===== src/rtl/bcd_pkg.sv =====
// Shared types and constants for the sequential binary-to-7-segment display driver.
// Segment codes are active-low, ordered a..g from bit 6 down to bit 0.
package bcd_pkg;

  typedef enum logic [1:0] {
    IDLE  = 2'd0,
    SHIFT = 2'd1,
    LOAD  = 2'd2
  } state_t;

  localparam logic [6:0] SEG_0     = 7'b0000001;
  localparam logic [6:0] SEG_1     = 7'b1001111;
  localparam logic [6:0] SEG_2     = 7'b0010010;
  localparam logic [6:0] SEG_3     = 7'b0000110;
  localparam logic [6:0] SEG_4     = 7'b1001100;
  localparam logic [6:0] SEG_5     = 7'b0100100;
  localparam logic [6:0] SEG_6     = 7'b0100000;
  localparam logic [6:0] SEG_7     = 7'b0001111;
  localparam logic [6:0] SEG_8     = 7'b0000000;
  localparam logic [6:0] SEG_9     = 7'b0000100;
  localparam logic [6:0] SEG_BLANK = 7'b1111111;
  localparam logic [6:0] SEG_DASH  = 7'b1111110;

  // Smallest value that no longer fits in the given number of decimal digits.
  function automatic logic [31:0] pow10(input int digits);
    logic [31:0] p;
    p = 32'd1;
    for (int i = 0; i < digits; i++) begin
      p = p * 32'd10;
    end
    return p;
  endfunction

endpackage


===== src/rtl/seg7_encoder.sv =====
// One BCD digit to active-low 7-segment pattern; a set blank flag or a
// non-decimal nibble turns every segment off.
module seg7_encoder
  import bcd_pkg::*;
(
  input  logic [3:0] bcd,
  input  logic       blank,
  output logic [6:0] seg
);

  always_comb begin
    seg = SEG_BLANK;
    if (!blank) begin
      case (bcd)
        4'd0:    seg = SEG_0;
        4'd1:    seg = SEG_1;
        4'd2:    seg = SEG_2;
        4'd3:    seg = SEG_3;
        4'd4:    seg = SEG_4;
        4'd5:    seg = SEG_5;
        4'd6:    seg = SEG_6;
        4'd7:    seg = SEG_7;
        4'd8:    seg = SEG_8;
        4'd9:    seg = SEG_9;
        default: seg = SEG_BLANK;
      endcase
    end
  end

endmodule


===== src/rtl/bcd_display_seq.sv =====
// Serial double-dabble converter feeding DIGITS registered 7-segment displays.
// Optional build macro LEADING_ZERO_BLANK_EN blanks zero digits above the most significant non-zero one.
module bcd_display_seq
  import bcd_pkg::*;
#(
  parameter int N      = 10,
  parameter int DIGITS = 4
) (
  input  logic                  clk,
  input  logic                  rst,
  input  logic                  start,
  input  logic [N-1:0]          bin_in,
  output logic                  busy,
  output logic                  done,
  output logic                  overflow,
  output logic [7*DIGITS-1:0]   seg_out
);

  localparam int          BCD_W = 4 * DIGITS;
  localparam int          CNT_W = $clog2(N + 1);
  localparam logic [31:0] LIMIT = pow10(DIGITS);

  state_t              state_reg;
  logic [N-1:0]        shift_reg;
  logic [BCD_W-1:0]    bcd_reg;
  logic [BCD_W-1:0]    bcd_adj;
  logic [CNT_W-1:0]    cnt_reg;
  logic                ovf_cap_reg;
  logic                busy_reg;
  logic                done_reg;
  logic                overflow_reg;
  logic [7*DIGITS-1:0] seg_reg;
  logic [7*DIGITS-1:0] seg_enc;
  logic [DIGITS-1:0]   blank;
  logic                ovf_next;

  assign ovf_next = (32'(bin_in) >= LIMIT);

  // Add-3 correction applied to every nibble before each shift.
  generate
    for (genvar gi = 0; gi < DIGITS; gi++) begin : g_adj
      assign bcd_adj[4*gi +: 4] = (bcd_reg[4*gi +: 4] >= 4'd5)
                                ? bcd_reg[4*gi +: 4] + 4'd3
                                : bcd_reg[4*gi +: 4];
    end
  endgenerate

`ifdef LEADING_ZERO_BLANK_EN
  logic hi_zero;
  // Walk down from the top digit; the units digit is never blanked.
  always_comb begin
    blank   = '0;
    hi_zero = 1'b1;
    for (int d = DIGITS - 1; d >= 1; d--) begin
      hi_zero  = hi_zero & (bcd_reg[4*d +: 4] == 4'd0);
      blank[d] = hi_zero;
    end
  end
`else
  assign blank = '0;
`endif

  generate
    for (genvar gi = 0; gi < DIGITS; gi++) begin : g_enc
      seg7_encoder u_enc (
        .bcd   (bcd_reg[4*gi +: 4]),
        .blank (blank[gi]),
        .seg   (seg_enc[7*gi +: 7])
      );
    end
  endgenerate

  always_ff @(posedge clk) begin
    if (rst) begin
      state_reg    <= IDLE;
      shift_reg    <= '0;
      bcd_reg      <= '0;
      cnt_reg      <= '0;
      ovf_cap_reg  <= 1'b0;
      busy_reg     <= 1'b0;
      done_reg     <= 1'b0;
      overflow_reg <= 1'b0;
      seg_reg      <= '1;
    end else begin
      done_reg <= 1'b0;
      case (state_reg)
        IDLE: begin
          if (start) begin
            shift_reg   <= bin_in;
            bcd_reg     <= '0;
            cnt_reg     <= CNT_W'(N);
            ovf_cap_reg <= ovf_next;
            busy_reg    <= 1'b1;
            state_reg   <= SHIFT;
          end
        end
        SHIFT: begin
          {bcd_reg, shift_reg} <= {bcd_adj, shift_reg} << 1;
          cnt_reg <= cnt_reg - CNT_W'(1);
          if (cnt_reg == CNT_W'(1)) begin
            state_reg <= LOAD;
          end
        end
        LOAD: begin
          seg_reg      <= ovf_cap_reg ? {DIGITS{SEG_DASH}} : seg_enc;
          overflow_reg <= ovf_cap_reg;
          done_reg     <= 1'b1;
          busy_reg     <= 1'b0;
          state_reg    <= IDLE;
        end
        default: begin
          state_reg <= IDLE;
          busy_reg  <= 1'b0;
        end
      endcase
    end
  end

  assign busy     = busy_reg;
  assign done     = done_reg;
  assign overflow = overflow_reg;
  assign seg_out  = seg_reg;

endmodule

===== config.mk =====
export PLATFORM = sky130hd
export DESIGN_NAME = bcd_display_seq
export DESIGN_NICKNAME = d
export VERILOG_FILES = /design/src/rtl/bcd_pkg.sv /design/src/rtl/seg7_encoder.sv /design/src/rtl/bcd_display_seq.sv
export SDC_FILE = /design/constraint.sdc
export NUM_CORES = 1
export LEC_CHECK = 0
export CORE_ASPECT_RATIO = 1.75
export CORE_UTILIZATION = 67
export CTS_BUF_LIST = sky130_fd_sc_hd__clkbuf_16
export DETAILED_ROUTE_END_ITERATION = 8
export DONT_BUFFER_PORTS = 1
export GPL_ROUTABILITY_DRIVEN = 1
export PLACE_DENSITY_LB_ADDON = 0.12
export SKIP_LAST_GASP = 1
export SLEW_MARGIN = 20
export SYNTH_ARGS = -nofsm -noshare
export SYNTH_HDL_FRONTEND = slang
export SYNTH_SLANG_ARGS = --single-unit

===== constraint.sdc =====
create_clock -name clk -period 2.3 [get_ports clk]
set_input_delay 0.46 -clock clk [delete_from_list [all_inputs] [get_ports clk]]
set_output_delay 0.46 -clock clk [all_outputs]
set_load 0.03 [all_outputs]

==> results_dict.tcl <==
set metrics [dict create \
    critical_path_peak_fanout 8 \
    rsz0062_at_grt "no" \
    clockBufferDepth 2 \
    dr.pass1.iters 4 \
    final_area_mm2 0.00358 \
    setup_viol 0 \
    synth_cells 410 \
    grt-busiest-layer "met2" \
    synth_area_leaders "dfxtp_1, ha_1, nor2_1" \
    wl_per_cell_um 15.1 \
    worstPathArrival_ns 2.02 \
    dieArea_mm2 0.00528 \
    root_buffer "clkbuf_16" \
    drc 0 \
    die_w_um 55.4 \
    cts_hold_buf 0 \
    drive_above_1_share_pct 6.95 \
    finalPower_mw 2.51 \
    utilization_pct 75.4 \
    fin_nets 436 \
    antenna_found_initial 0 \
    path_clk_slew_ns 0.06 \
    ys_async_sr_fraction_pct 0 \
    post-cts-setup-buffer-count 0 \
    vdd_drop_max_v 0.000813 \
    diodes 0 \
    worstMarginPinSlew_ns 0.573 \
    yosysWarnings 0 \
    stdcell_count 455 \
    drt_iter0_markers 141 \
    grt_use_met3_pct 5.43 \
    synth_edf_count 0 \
    ys.flop_type "dfxtp_1" \
    dr_total_vias 2765 \
    fillers 354 \
    start_util_pct 70.3 \
    met2_usage_pct 51.6 \
    p_leak_nw 1.38 \
    ant_nets 0 \
    io_pins 44 \
    die_h_um 95.4 \
    synth_nets 448 \
    cts_made_buffers 9 \
    grt_max_degree 53 \
    cts_resized 0 \
    yosys-top-cells-count "dfxtp_1, nor2_1, a21oi_1" \
    clkLatencyLatePin_ns 0.33 \
    fin_ws_ns 0.498 \
    post-place-cells 439 \
    period_minus_slack_ns 1.80 \
    cts_tree "built" \
    status "completed" \
    netlist_area_mm2 0.00334 \
    clkSinkCount 62 \
    htree_levels 3 \
    vias_per_cell 6.08 \
    coreArea_mm2 0.00475 \
    crit_type "reg -> reg" \
    holdWs_ns 0.198 \
    overflow 0 \
    start_kind "register" \
    io_buffers 0 \
    fin_skew_ns 0.00665 \
    drv_cap 0 \
    largest_reg_flops 28 \
    num_rows 33 \
    grt_use_total_pct 28.0 \
    grt_first_pass_wirelength_um 11700 \
    crit_required_ns 2.52 \
    fin_tns_setup_ns 0 \
    worst_slew_margin_rel_pct 61.7 \
    min_period_over_period_pct 78.4 \
    dp_hpwl_um 4560 \
    p_per_area_mw_per_mm2 700 \
    ys_ff_latch 62 \
    grt_pass1_vias 2620 \
    wl_um 6860 \
    yosysMostFrequentCell "dfxtp_1" \
    ys_seq_area_share_pct 37.2 \
    syn_avg_cell_area_um2 8.14 \
    clock.fmax_mhz 555 \
    gp_congestion 0.872 \
    slew_violations 0 \
    cp-end-kind "register" \
    placed_area_mm2 0.00331 \
    post-place-ws_ns 0.556 \
    synth_top_area_share_pct 37.2 \
    syn_to_final_growth_pct 7.24 \
    yosysTopAreaCell "dfxtp_1" \
    met1_usage_pct 30.5 \
    hold_class "in -> reg" \
    hold_viol_final 0 \
    synth.distinct_cells 41 \
]
critical path, cell delays in order, from the launching register on:
cell      delay (ns)
dfxtp_1         0.46
inv_1           0.14
ha_1            0.24
nand2b_1        0.17
a21oi_1         0.34
xnor2_1         0.13
a22o_1          0.21
final cells by class:
| class | count | area [µm²] | share of cell area, % |
|---|---|---|---|
| clock buffer | 9 | 225 | 6.29 |
| clock inverter | 7 | 41.3 | 1.15 |
| inverter | 24 | 90.1 | 2.52 |
| multi-input combinational | 296 | 1870 | 52.1 |
| sequential | 62 | 1240 | 34.7 |
| tap | 52 | 65.1 | 1.82 |
| timing repair buffer | 5 | 50.0 | 1.40 |
placed cells by master (no fill, tap or decap), types with 4 or more instances in the layout:
cell type / instances
nor2_1: 58
a22o_1: 10
nand2_1: 15
nor2b_1: 14
a211oi_1: 9
nand3_1: 5
o21bai_1: 4
nand2b_1: 28
a21oi_1: 38
buf_4: 4
ha_1: 25
o211ai_1: 4
o22ai_1: 19
clkbuf_16: 9
nor3_1: 10
mux2i_1: 6
inv_1: 21
o21ai_0: 10
o21ai_1: 11
xnor2_1: 6
dfxtp_1: 62
kinds of logic after synthesis:
| logic type | after synthesis | synth area share [%] |
|---|---|---|
| simple gates | 138 | 20.1 |
| compound gates | 118 | 22.2 |
| flops | 62 | 37.2 |
| buf+inv | 52 | 6.97 |
| fa+ha+maj | 25 | 9.37 |
| xor+xnor | 7 | 1.84 |
| mux | 7 | 2.14 |
| other cells | 1 | 0.112 |
metal layers:
layer / wire length (µm) / vias up
li1: - / 1383
met1: 2810 / 1297
met2: 3670 / 68
met3: 240 / 17
met4: 138 / 0
met5: 0 / -
power breakdown:
| group | total, mW | internal (mW) | switching, mW |
|---|---|---|---|
| combinational | 0.163 | 0.0719 | 0.0912 |
| clock | 1.20 | 0.717 | 0.481 |
| sequential | 1.14 | 1.11 | 0.0358 |
final timing paths:
kind,start,to,slack (ns),depth (start not counted)
setup / recovery,bcd_reg[5],bcd_reg[5],0.50,6
hold / removal,rst,bcd_reg[11],0.20,1
setup reg to reg,bcd_reg[5],bcd_reg[5],0.50,6
hold reg to reg,cnt_reg[0],cnt_reg[0],0.49,2
No activity file was read; power rests on OpenSTA's default activity.
